==> src/rtl/aoc_pkg.sv <==
// Shared types and constants for the group-sum / top-K tracking datapath.
package aoc_pkg;

  typedef enum logic [1:0] {
    S_ACCUM  = 2'd0,
    S_INSERT = 2'd1,
    S_DONE   = 2'd2
  } state_e;

  localparam int DATA_W_DEF = 32;
  localparam int SUM_W_DEF  = 64;
  localparam int K_DEF      = 3;

  // Width that holds the sum of k entries of sum_w bits without truncation.
  function automatic int topk_sum_w(input int sum_w, input int k);
    return sum_w + $clog2(k + 1);
  endfunction

endpackage

==> src/rtl/group_topk_tracker_topk_insert.sv <==
// Combinational sorted insert of one group sum into a descending top-K list.
// TOPK_DEDUP_EN: a sum already present in the list leaves it unchanged.
module topk_insert #(
  parameter int K     = 3,
  parameter int SUM_W = 64
) (
  input  logic [K-1:0][SUM_W-1:0] top,
  input  logic [SUM_W-1:0]        pend,
  output logic [K-1:0][SUM_W-1:0] top_next
);

  logic [K-1:0] gt;
  logic         dup;

  always_comb begin
    dup = 1'b0;
    gt  = '0;
    for (int i = 0; i < K; i++) begin
      // Strict compare: on a tie the existing entry keeps the higher slot.
      gt[i] = pend > top[i];
`ifdef TOPK_DEDUP_EN
      if (top[i] == pend) dup = 1'b1;
`endif
    end

    top_next = top;
    if (!dup) begin
      if (gt[0]) top_next[0] = pend;
      for (int i = 1; i < K; i++) begin
        if (gt[i]) top_next[i] = gt[i-1] ? top[i-1] : pend;
      end
    end
  end

endmodule

==> src/rtl/group_topk_tracker.sv <==
// Streaming group-sum accumulator keeping a descending top-K list of group sums.
// Optional macro TOPK_DEDUP_EN keeps only distinct sums in the list.
module group_topk_tracker
  import aoc_pkg::*;
#(
  parameter int DATA_W = DATA_W_DEF,
  parameter int SUM_W  = SUM_W_DEF,
  parameter int K      = K_DEF
) (
  input  logic                            clk,
  input  logic                            rst,
  input  logic                            clear,
  input  logic                            in_valid,
  output logic                            in_ready,
  input  logic [DATA_W-1:0]               in_data,
  input  logic                            in_eof,
  output logic                            out_valid,
  output logic [SUM_W-1:0]                out_max,
  output logic [topk_sum_w(SUM_W, K)-1:0] out_topk_sum,
  output logic [31:0]                     group_count,
  output logic                            overflow,
  output state_e                          dbg_state
);

  localparam int TW = topk_sum_w(SUM_W, K);

  // Handshake: a beat transfers on a rising edge where in_valid && in_ready;
  // in_ready is only high in S_ACCUM without clear, and no beat is taken otherwise.

  state_e                  state, state_next;
  logic [SUM_W-1:0]        acc, pend, grp;
  logic [SUM_W:0]          sum_ext;
  logic                    accept, closes, eof_pend;
  logic [K-1:0][SUM_W-1:0] top, top_ins;

  assign in_ready = (state == S_ACCUM) && !clear;
  assign accept   = in_valid && in_ready;
  assign sum_ext  = {1'b0, acc} + (SUM_W+1)'(in_data);
  // Value of the running group after this beat; a separator leaves it as is.
  assign grp      = (in_data != '0) ? sum_ext[SUM_W-1:0] : acc;
  assign closes   = accept && ((in_data == '0) || in_eof);

  topk_insert #(.K(K), .SUM_W(SUM_W)) u_insert (
    .top      (top),
    .pend     (pend),
    .top_next (top_ins)
  );

  always_comb begin
    state_next = state;
    if (clear) begin
      state_next = S_ACCUM;
    end else begin
      case (state)
        S_ACCUM: begin
          if (closes) begin
            if (grp != '0)  state_next = S_INSERT;
            else if (in_eof) state_next = S_DONE;
          end
        end
        S_INSERT: state_next = eof_pend ? S_DONE : S_ACCUM;
        S_DONE:   state_next = S_DONE;
        default:  state_next = S_ACCUM;
      endcase
    end
  end

  always_ff @(posedge clk or posedge rst) begin
    if (rst) state <= S_ACCUM;
    else     state <= state_next;
  end

  always_ff @(posedge clk or posedge rst) begin
    if (rst) begin
      acc         <= '0;
      pend        <= '0;
      top         <= '0;
      group_count <= '0;
      overflow    <= 1'b0;
      eof_pend    <= 1'b0;
    end else if (clear) begin
      acc         <= '0;
      pend        <= '0;
      top         <= '0;
      group_count <= '0;
      overflow    <= 1'b0;
      eof_pend    <= 1'b0;
    end else begin
      if (accept) begin
        if (sum_ext[SUM_W]) overflow <= 1'b1;
        if (closes) begin
          acc <= '0;
          if (grp != '0) pend <= grp;
        end else begin
          acc <= grp;
        end
        if (in_eof) eof_pend <= 1'b1;
      end
      if (state == S_INSERT) begin
        top         <= top_ins;
        group_count <= group_count + 32'd1;
      end
    end
  end

  always_comb begin
    out_topk_sum = '0;
    for (int i = 0; i < K; i++) out_topk_sum = out_topk_sum + TW'(top[i]);
  end

  assign out_max   = top[0];
  assign out_valid = (state == S_DONE);
  assign dbg_state = state;

endmodule

==> config.mk <==
export PLATFORM = sky130hd
export DESIGN_NAME = group_topk_tracker
export DESIGN_NICKNAME = d
export VERILOG_FILES = /design/src/rtl/aoc_pkg.sv /design/src/rtl/group_topk_tracker_topk_insert.sv /design/src/rtl/group_topk_tracker.sv
export SDC_FILE = /design/constraint.sdc
export NUM_CORES = 2
export LEC_CHECK = 0
export BUFFER_PORTS_ARGS = -buffer_cell sky130_fd_sc_hd__buf_2
export CORE_MARGIN = 2
export CORE_UTILIZATION = 35
export DETAILED_ROUTE_END_ITERATION = 8
export GPL_ROUTABILITY_DRIVEN = 0
export PLACE_DENSITY_LB_ADDON = 0.3
export SYNTH_ARGS = -nofsm -noshare
export SYNTH_HDL_FRONTEND = slang
export SYNTH_HIERARCHICAL = 1
export SYNTH_SLANG_ARGS = --single-unit
==> constraint.sdc <==
create_clock -name clk -period 20 [get_ports clk]
set_input_delay 6 -clock clk [delete_from_list [all_inputs] [get_ports clk]]
set_output_delay 6 -clock clk [all_outputs]
set_load 0.1 [all_outputs]
Word-level counts from Yosys, hierarchy flattened
Index checks and enable logic that the tools add are counted.

word-level totals
  bits of input ports = 37
  register bits after elaboration = 356
  output and inout port bits = 167

operators by class
  magnitude comparators = 3
  equal/unequal tests = 4
  add/subtract/negate cells = 4
  reduce and logical (&&, ||, !) cells = 25
  mux-type cells = 29

operators by type and width
  operator                                               number
  2-to-1 mux 64 bit                                      13
  2-to-1 mux 192 bit                                     2
  > comparator 64 bit                                    3
  adder 65 x 64 -> 66 bit                                1
  adder 64 x 32 -> 65 bit                                1
  adder 64 x 64 -> 65 bit                                1
  2-to-1 mux 32 bit                                      2
  nonzero test 64 bit                                    1
  adder 32 x 1 -> 32 bit, second input constant          1
  logical NOT 32 bit                                     1
  nonzero test 32 bit                                    1
  nonzero test 2 bit                                     9
  AND reduction 2 bit                                    6
  2-to-1 mux 2 bit                                       5
  2-to-1 mux 1 bit                                       6
  case mux 2 bit (3 select lines)                        1
  inequality test 4 x 3 -> 1 bit, second input constant  1
  logical AND 1 bit                                      3
  inequality test 3 bit, second input constant           1
  AND reduction 3 bit                                    1
  == test 2 x 1 -> 1 bit, second input constant          1
  == test 2 bit, second input constant                   1
  logical NOT 2 bit                                      1
  logical NOT 1 bit                                      1
  logical OR 1 bit                                       1

Longest topological paths before layout
  depth in word-level cells = 7
  mapped depth = 18
  gate-level depth less buffers = 18

Hierarchy
Netlist, hierarchy kept.

by module, submodules not included
  module              cells an instance  area each (um^2)  times used  sequential area each (um^2)
  group_topk_tracker  2,766              23,583.9          1           8,908.5
  topk_insert         1,187              8,211.6           1           0.0

Worst setup path after synthesis
OpenSTA, ideal clock, no wires.

  kind = in2out
  start = input clear
  end = output in_ready
  data required time = 14.000 ns
  path buffers = 1
  arrival time = 8.257 ns
  cell stages on the path = 2
  slack = 5.743 ns
  cells stage by stage = clkbuf_1 nor3_1

between the ends
  longest elaborated chain between the ends = 2

RTL lines
  item               RTL line                  source
  from (decl)        group_topk_tracker.sv:12  input logic clear,
  logical NOT 1 bit  group_topk_tracker.sv:36  assign in_ready = (state == S_ACCUM) && !clear;
  logical AND 1 bit  group_topk_tracker.sv:36
  to (decl)          group_topk_tracker.sv:14  output logic in_ready,

No other way between the ends.

Worst setup path after layout
Ends and elaborated chain as after synthesis.

==> impl_metrics.toml <==
[outcome]
outcome = "finished clean"

[clock_network]
post_cts_buffers = 0
clock-sinks = 356
cts-htree-levels = 2
cts_buffers = 43
cts_tree = "yes"
clk_pin_slew_ns = 0.06
ctsHoldBuffers = 0
clk_latency_ns = 0.59
clockBufferDepth = 3
ctsRootBufferMaster = "clkbuf_16"
cts_resized = 0

[synthesis]
synth_xor_xnor_area_share = 0.0369
synth.distinct_cells = 86
synth_top_family_by_area = "compound AO/OA/AOI/OAI gates"
syn_area_um2 = 31800
synth-seq-cells = 356
synth_edf_count = 0
ys_seq_area_frac = 0.280
synth_common_cells = "694 x nand2_1, 474 x a21oi_1, 356 x dfrtp_1, 288 x ha_1, 245 x inv_1"
synth_mux_area_frac = 0.0684
synthMostInstantiatedCell = "nand2_1"
synthTopCellsByArea = "dfrtp_1 28%, ha_1 11%, nand2_1 8.2%, a21oi_1 7.5%, mux2i_1 6.7%"
async_flop_share = 1.00
synth_compound_area_frac = 0.193
synthCells = 3953
yosys.area_share.adder = 0.155
synth_nets = 4344
synth-simple-area-share = 0.191
ys_dominant_reg_cell = "dfrtp_1"
ys_warn_count = 6
yosysTopAreaCell = "dfrtp_1"
synth.avg_cell_area_um2 = 8.04
synth_top_area_share = 0.280

[critical_path]
crit_required_ns = 14.00
critPathKind = "in2out"
reg2reg_slack_ns = 14.21
reg2reg_from = "acc[16]$_DFFE_PP0P_"
crit_path_max_fanout = 118
reg2reg_to = "pend[21]$_DFFE_PP0P_"
r2r_cells = 14
cp.arrival_ns = 7.06
endpoint_kind = "primary output"
start_kind = "primary input"

[floorplanning]
die_w_um = 305
top_level_ports = 204
start_util = 0.353
die_h_um = 305
row_count = 110
dieArea_um2 = 93300
core_area_um2 = 90000

[detailed_routing]
wl_um = 99500
drt_iter0_markers = 2503
ant_nets = 0
dr_total_vias = 28362
wl_per_cell_um = 19.3
via_per_inst = 5.49
dr.pass1.iters = 5
drc_errors = 0

[final_layout]
fin_cells = 5162
multi_input_area_um2 = 20600
area_delta_synth_final_pct = 9.22
drive_gt1_frac = 0.0879
seqCellArea_um2 = 8910
final.fill_count = 9324
final_nets = 4339

[power]
leakage_nw = 16.0
power-per-cell-area_nw_per_um2 = 136
ir_drop_mv = 0.350

[timing]
setup_viol = 0
finalCritPeriodShare = 0.653
rsz0062_at_grt = "no"
tightestPinTransition_ns = 1.12
final-hold-violation-count = 0
slew_headroom = 0.254
finClkSkew_ns = 0.0276
fin_crit_ns = 13.06
finalMaxSlewViolations = 0
timing.hold.ws_ns = 0.505
setup_tns_ns = 0
clock.fmax_ghz = 0.0765

[worst_hold_path]
holdPathStages = 2
min-delay-start = "overflow$_DFFE_PP0P_"
min_to = "overflow$_DFFE_PP0P_"
hold_path.class = "reg2reg"

[place]
place_inst = 5079
port_buffers = 203
hpwlAfterDp_um = 72500

[grt]
grt_pass1_wl_um = 156000
grt_overflow = 0
grt_max_degree = 200
antenna_found_initial = 9
grt_pass1_vias = 26302
grt_usage = 0.208

[job]
maxCapViolCount = 0
## worst max-delay path by stage
stage           from                 end  cells after the start
2_1_floorplan    rst  acc[0]$_DFFE_PP0P_                      1
3_3_place_gp   clear            in_ready                      3
3_5_place_dp   clear            in_ready                      3
4_1_cts        clear            in_ready                      3
5_1_grt        clear            in_ready                      3
6_report       clear            in_ready                      3
## power breakdown
group | switching (mW) | internal (mW) | leakage [nW]
Combinational | 1.98 | 0.969 | 10.2
Clock | 0.346 | 0.533 | 0.773
Sequential | 0.111 | 0.779 | 4.95
## per-layer routing
metal | up-vias | routed length [um] | track usage
li1 | 13816 | - | -
met1 | 13735 | 48000 | 0.305
met2 | 698 | 44300 | 0.324
met3 | 107 | 4770 | 0.0242
met4 | 6 | 2320 | 0.0532
met5 | - | 46 | 0
## kinds of logic after synthesis
| kind of cell | Yosys count |
|---|---|
| AO/OA/AOI/OAI | 1025 |
| XOR/XNOR | 134 |
| adder cells (fa/ha/maj) | 354 |
| buffers and inverters | 529 |
| flip-flops | 356 |
| multiplexers | 217 |
| AND/OR/NAND/NOR | 1338 |
## layout make-up
cell class / count / area share
Tap cell: 1176 / 0.0424
Antenna cell: 5 / 0.000360
Multi-Input combinational cell: 3068 / 0.592
Inverter: 245 / 0.0267
Clock buffer: 59 / 0.0362
Timing Repair Buffer: 234 / 0.0366
Clock inverter: 19 / 0.00872
Sequential cell: 356 / 0.257
## stage by stage
stage	setup WS (ns)	power, mW	utilization	cell area (um2)
2_1_floorplan	4.12	3.34	-	31800
3_3_place_gp	6.88	3.80	0.368	33200
3_5_place_dp	6.85	3.83	0.368	33200
4_1_cts	6.85	4.73	0.386	34700
5_1_grt	6.82	5.03	0.386	34700
6_report	6.94	4.72	0.386	34700
## state kept, by name, indices dropped and copies added, names as in the netlist
signal / flops
top: 128
acc: 64
out_max: 64
pend: 64
group_count: 32
dbg_state: 2
eof_pend: 1
overflow: 1
## critical path, cell delays in order
cell and delay [ns]:
buf_8 0.21, nor3_1 0.34, buf_2 0.49
## cells in the final DEF (no fill, tap or decap), types with 8 or more instances in the layout
cell type	n
a211oi_1	24
a21o_1	73
a21oi_1	472
a22o_1	27
a31oi_1	14
and2_1	8
and3_1	26
and4_1	17
buf_2	202
buf_4	30
clkbuf_16	44
clkbuf_8	10
dfrtp_1	356
fa_1	66
ha_1	288
inv_1	244
mux2i_1	214
nand2_1	694
nand2b_1	63
nand3_1	78
nand4_1	84
nor2_1	218
nor2b_1	16
nor3_1	42
nor4_1	28
o211ai_1	14
o21a_1	15
o21ai_0	214
o21ai_1	30
o21bai_1	15
o31ai_1	15
o32ai_2	8
or3_1	20
or4_1	12
xnor2_1	71
xor2_1	63
Power figures use the tool's default switching activity.
